File: config.mk
export PLATFORM = sky130hd
export DESIGN_NAME = sync_ram_arbiter
export DESIGN_NICKNAME = d
export VERILOG_FILES = /design/src/rtl/sync_ram_arbiter.sv
export SDC_FILE = /design/constraint.sdc
export NUM_CORES = 1
export LEC_CHECK = 0
export CORE_MARGIN = 10
export CORE_UTILIZATION = 33
export CTS_CLUSTER_DIAMETER = 200
export CTS_CLUSTER_SIZE = 16
export DETAILED_ROUTE_END_ITERATION = 7
export PLACE_DENSITY_LB_ADDON = 0.15
export SLEW_MARGIN = 10
export SYNTH_ARGS = -nofsm -noshare
export SYNTH_HDL_FRONTEND = slang
export SYNTH_SLANG_ARGS = --single-unit
File: constraint.sdc
create_clock -name clk -period 2.2 [get_ports clk]
set_input_delay 0.66 -clock clk [delete_from_list [all_inputs] [get_ports clk]]
set_output_delay 0.66 -clock clk [all_outputs]
set_load 0.02 [all_outputs]
File: src/rtl/sync_ram_arbiter.sv
// Round-robin arbiter and sequencer for one single-ported RAM with 1-cycle read latency.
// An optional zero-fill pass runs after reset before any requester is granted.
module sync_ram_arbiter #(
    parameter int DWIDTH         = 8,
    parameter int AWIDTH         = 8,
    parameter int DEPTH          = 256,
    parameter bit CLEAR_ON_RESET = 1'b1
) (
    input  logic              clk,
    input  logic              rst,
    output logic              init_done,

    input  logic              p0_valid,
    output logic              p0_ready,
    input  logic              p0_we,
    input  logic [AWIDTH-1:0] p0_addr,
    input  logic [DWIDTH-1:0] p0_wdata,
    output logic              p0_resp_valid,
    output logic [DWIDTH-1:0] p0_resp_rdata,

    input  logic              p1_valid,
    output logic              p1_ready,
    input  logic              p1_we,
    input  logic [AWIDTH-1:0] p1_addr,
    input  logic [DWIDTH-1:0] p1_wdata,
    output logic              p1_resp_valid,
    output logic [DWIDTH-1:0] p1_resp_rdata,

    output logic [AWIDTH-1:0] mem_addr,
    output logic [DWIDTH-1:0] mem_d,
    output logic              mem_we,
    input  logic [DWIDTH-1:0] mem_q
);

    typedef enum logic [1:0] {
        ST_RESET = 2'd0,
        ST_CLEAR = 2'd1,
        ST_RUN   = 2'd2
    } state_t;

    localparam logic [AWIDTH-1:0] CLR_LAST = AWIDTH'(DEPTH - 1);

    state_t            state;
    state_t            state_next;
    logic [AWIDTH-1:0] clr_cnt;
    logic              last;
    logic              grant0;
    logic              grant1;
    logic              resp_vld0_p1;
    logic              resp_vld1_p1;

    always_ff @(posedge clk) begin
        if (rst) begin
            state        <= ST_RESET;
            clr_cnt      <= '0;
            last         <= 1'b1;
            resp_vld0_p1 <= 1'b0;
            resp_vld1_p1 <= 1'b0;
        end else begin
            state <= state_next;
            if (state == ST_CLEAR) begin
                clr_cnt <= clr_cnt + 1'b1;
            end
            if (grant0) begin
                last <= 1'b0;
            end else if (grant1) begin
                last <= 1'b1;
            end
            // stage p1: RAM read data arrives together with the response pulse
            resp_vld0_p1 <= grant0;
            resp_vld1_p1 <= grant1;
        end
    end

    always_comb begin
        state_next = state;
        grant0     = 1'b0;
        grant1     = 1'b0;
        mem_addr   = '0;
        mem_d      = '0;
        mem_we     = 1'b0;
        case (state)
            ST_RESET: begin
                state_next = CLEAR_ON_RESET ? ST_CLEAR : ST_RUN;
            end
            ST_CLEAR: begin
                mem_addr = clr_cnt;
                mem_we   = 1'b1;
                if (clr_cnt == CLR_LAST) begin
                    state_next = ST_RUN;
                end
            end
            ST_RUN: begin
                // last==1 means port 1 was served most recently, so port 0 wins a tie
                grant0 = p0_valid && (!p1_valid || last);
                grant1 = p1_valid && (!p0_valid || !last);
                if (grant0) begin
                    mem_addr = p0_addr;
                    mem_d    = p0_wdata;
                    mem_we   = p0_we;
                end else if (grant1) begin
                    mem_addr = p1_addr;
                    mem_d    = p1_wdata;
                    mem_we   = p1_we;
                end
            end
            default: begin
                state_next = ST_RESET;
            end
        endcase
    end

    assign init_done     = (state == ST_RUN);
    assign p0_ready      = grant0;
    assign p1_ready      = grant1;
    assign p0_resp_valid = resp_vld0_p1;
    assign p1_resp_valid = resp_vld1_p1;
    assign p0_resp_rdata = mem_q;
    assign p1_resp_rdata = mem_q;

endmodule

======== Yosys cells after proc, flatten, opt, wreduce, memory -nomap -nowiden ========
Index checks and enable logic that the tools add are counted.
storage, ports and cells
  flip-flop bits (word level) ............. 13
  bits in latches ......................... 0
  RAM bits ................................ 0
  ROM bits ................................ 0
  bits of input ports ..................... 46
  output and inout bits ................... 38
  word-level logic and storage cells ...... 36
  memories ................................ 0
cells by class
  add/sub/neg operators ................... 1
  multipliers ............................. 0
  div/mod/pow operators ................... 0
  order comparisons ....................... 0
  equal/unequal tests ..................... 4
  shifts and indexed selects .............. 0
  mux-type cells .......................... 15
  bitwise logic cells ..................... 1
  reduce and logical (&&, ||, !) cells .... 10
operators by type and width
  kind                                                   number
  two-way mux 8 bit                                      5
  one-hot mux 8 bit (2 select lines)                     1
  adder 8 x 1 -> 8 bit, second input constant            1
  == test 8 bit, second input constant                   1
  two-way mux 1 bit                                      6
  one-hot mux 2 bit (3 select lines)                     1
  zero test 1 bit                                        3
  == test 2 x 1 -> 1 bit, second input constant          1
  == test 2 bit, second input constant                   1
  logical AND 1 bit                                      2
  zero test 2 bit                                        1
  logical OR 1 bit                                       2
  two-way mux 2 bit                                      1
  inequality test 2 x 1 -> 1 bit, second input constant  1
  one-hot mux 1 bit (2 select lines)                     1
  AND reduction 2 bit                                    1
  nonzero test 2 bit                                     1
  NOT 1 bit                                              1

======== Longest topological paths before layout ========
  word-level depth ........................ 6
  gate-level depth with buffers ........... 7
  depth with buffers taken out ............ 5

======== Least setup slack after synthesis ========
OpenSTA, ideal clock, no wires.
  kind .................................... register -> output
  start ................................... reg state[0]
  end ..................................... out mem_addr[0]
  arrival time ............................ 1.663 ns
  data required time ...................... 1.540 ns
  path slack .............................. -0.123 ns
  stages on the path, launching flop included .. 7
  path buffers ............................ 1
  cells stage by stage .................... dfxtp_1 -> inv_1 -> ha_1 -> and2_1 -> buf_2 -> a32oi_1 -> a21boi_0
between the ends
  cells in the longest elaborated chain, start to end .. 2
  elaborated cells between the ends (all ways) .. 3
  those cells by class .................... eq/ne: 2; mux: 1
ends and longest elaborated chain
  item                                line  source
  start, declared                     43    state_t state;
  start signal, assigned              60    state <= state_next;
  == test 2 bit                       n/a
  named net init_done                 11    output logic init_done,
  one-hot mux 8 bit (2 select lines)  82    case (state)
  end, declared                       29    output logic [AWIDTH-1:0] mem_addr,
The timed path passes the listed nets, and every way through them passes these cells.

======== Final worst setup path ========
  start ................................... reg state[0]
  end ..................................... out mem_addr[7]
between the ends
  cells in the longest elaborated chain, start to end .. 2
  elaborated cells between the ends (all ways) .. 3
  those cells by class .................... eq/ne: 2; mux: 1
ends and longest elaborated chain
  item                                                            line
  == test 2 bit / == test 2 x 1 -> 1 bit (equally long branches)  82
  one-hot mux 8 bit (2 select lines) (*)                          82
Mark *: on every way between the ends. The rest lies on a longest branch, timed or not.

==> impl_metrics.ini <==
[placed_design]
hpwlAfterDp_um = 2930
globalplace.congestion = 0.808
port_buffers = 59

[run_status]
status = finished, violations left
violations = setup timing

[logic_synthesis]
synthCells = 124
ys_seq_area_share_pct = 24.9
synth_top_area_cell = dfxtp_1
synth.top_cell.area_share_pct = 24.9
synth_most_common_cell = buf_4
synthArstFlopShare_pct = 0
ys_types = 29
syn_area_sq_mm = 0.00104
synth_nets = 175
ys_seq_elements = 13
yosys_warnings = 0
avgSynthCellArea_sq_um = 8.43
synth_area_leaders = dfxtp_1 25%, buf_4 12%, a22o_1 6.7%
synth_ff_type = dfxtp_1
synth_edf_count = 0
synth_top_cells_by_count = 17 x buf_4, 13 x dfxtp_1, 11 x nand3_1, 9 x a21boi_0

[sta]
rsz0062_at_grt = true
worst_slack_ps = -29.3
finalHoldViolations = 0
report.final.slew_viol_count = 0
fin_crit_ps = 2230
finalCritPeriodShare_pct = 101
tightest_slew_ps = 248
fin_tns_setup_ps = -110
relSlewSlack_pct = 83.4
setup_violations = 10
fin_hold_ws_ps = 521
fmax_mhz = 449
skew_ps = 3.41

[finish]
nNetsFinal = 234
area_delta_synth_final_pct = 67.3
antenna_cells = 0
drive_gt1_share_pct = 34.1

[critical_path]
cp.required_ps = 1540
cp_max_fo = 8
cp-start-kind = flip-flop
worstPathArrival_ps = 1570
crit_type = reg2out
endpoint_kind = primary output

[detailed_routing]
routed_via_density = 4.87
wl_per_cell_um = 15.8
postRouteAntennaNets = 0
remaining_drc_errors = 0
wl_um = 3560
first_pass_iters = 4
drtIter0Drc = 36
num_vias = 1101

[power]
swShare_pct = 37.2
p_total_mw = 1.19
combPwrFrac_pct = 61.9
irDropWorstVdd_uv = 484
intPower_uw = 750
power_switching_uw = 444
power_leakage_nw = 0.695
p_clk_share_pct = 12.8
seqPwrFrac_pct = 25.4
power_density_mw_per_mm2 = 684

[clocking]
cts_hold_buf = 0
htree_levels = 1
clk_pin_slew_worst_paths_ps = 90
cts_tree = built
insertion_delay_ps = 270
cts_buffers = 3
root_buffer = clkbuf_4
clockBufferDepth = 2
cts_sinks = 13

[floorplanning]
core_area_sq_mm = 0.00305
die_y_um = 76.3
initial_core_util_pct = 34.2
die_area_sq_mm = 0.00582
rows = 20
die_w_um = 76.3
num_io_pins = 84

[global_route]
grtUsageMet1_pct = 14.1
grtUsageMet3_pct = 2.00
grt.busiest_layer = met2
antenna_found_initial = 0
grt_max_degree = 12
grt_pass1_wl_um = 5710
first_global_vias = 1068
grt.total_usage_pct = 11.8
grt.overflow.total = 0
use_met2_pct = 20.7

[worst_hold_path]
hp-class = reg2reg

[job]
drv_cap = 0
## path summary, 6_finish.rpt
kind / slack (ps) / cells after the start / from / end
worst min-delay path: 520 / 2 / clr_cnt[6] / clr_cnt[6]
worst min register to register: 520 / 2 / clr_cnt[6] / clr_cnt[6]
worst max-delay path: -30 / 7 / state[0] / mem_addr[7]
worst max register to register: 470 / 8 / state[1] / clr_cnt[7]
## registers in the layout, indices dropped and copies added (netlist names)
name	cells
p1_resp_valid	1
clr_cnt	8
p0_resp_valid	1
state	2
last	1
## area by class of cell
type	count	area [sq um]
clock buffers	4	26.3
fillers	291	1310
inverters	2	7.51
multi-input cells	85	687
flip-flops and latches	13	263
well taps	44	55.1
repair buffers	78	709
## logic make-up after synthesis
group | after synthesis | share of synthesized area (%)
adder cells (fa/ha/maj) | 5 | 5.99
multiplexers | 3 | 2.87
flip-flops | 13 | 24.9
AO/OA/AOI/OAI | 35 | 25.1
AND/OR/NAND/NOR | 38 | 20.4
XOR/XNOR | 4 | 3.35
buffers and inverters | 26 | 17.4
## stage by stage
stage | setup slack (ps) | utilization, % | cells | area (sq um)
after floorplan | 29.2 | - | 124 | 1050
after global placement | -847 | 54.8 | 222 | 1670
after detailed placement | -851 | 54.8 | 222 | 1670
after CTS | -52.4 | 55.7 | 226 | 1700
after global routing | -95.9 | 57.3 | 226 | 1750
final | -29.3 | 57.3 | 226 | 1750
## power by group through the flow
stage | combinational, mW | clock (mW) | sequential (mW)
after global placement | 0.671 | 0 | 0.300
after global routing | 0.797 | 0.171 | 0.309
final | 0.739 | 0.152 | 0.303
after CTS | 0.711 | 0.160 | 0.303
after floorplan | 0.392 | 0 | 0.302
after detailed placement | 0.675 | 0 | 0.302
## placed cells by master (no fill, tap or decap), drive strengths merged
cell type and n:
a21boi 9, a21oi 5, a22o 8, a31oi 1, a32oi 8, and2 4
buf 38, clkbuf 5, clkdlybuf4s15 1, clkdlybuf4s50 37, dfxtp 13, dlygate4sd2 1
ha 5, inv 2, mux2i 3, nand2 3, nand2b 5, nand3 11
nand4 3, nand4b 1, nor2 5, nor2b 2, o21ai 3, o22a 1
or2 1, or3 3, xnor2 1, xor2 3
## layer usage
metal	wire (um)	vias to the layer above
li1	-	556
met1	1610	507
met2	1800	33
met3	131	5
met4	19	0
met5	0	-
## what timing repair did
action                                 4_1_cts  5_1_grt
endpoints found under the hold margin        0        0
gates cloned                                 0        0
pin swaps                                   12       12
setup buffers                                2        0
setup endpoints to repair                   20       18
resized for setup                          113       14
## critical path, cell delays in order, from the launching register on
cell      delay [ps]
dfxtp_2          340
inv_2             50
ha_4             170
and2_4           150
buf_6            130
a32oi_2          190
a21boi_1          90
buf_4            160
No activity file was read; power rests on OpenSTA's default activity.
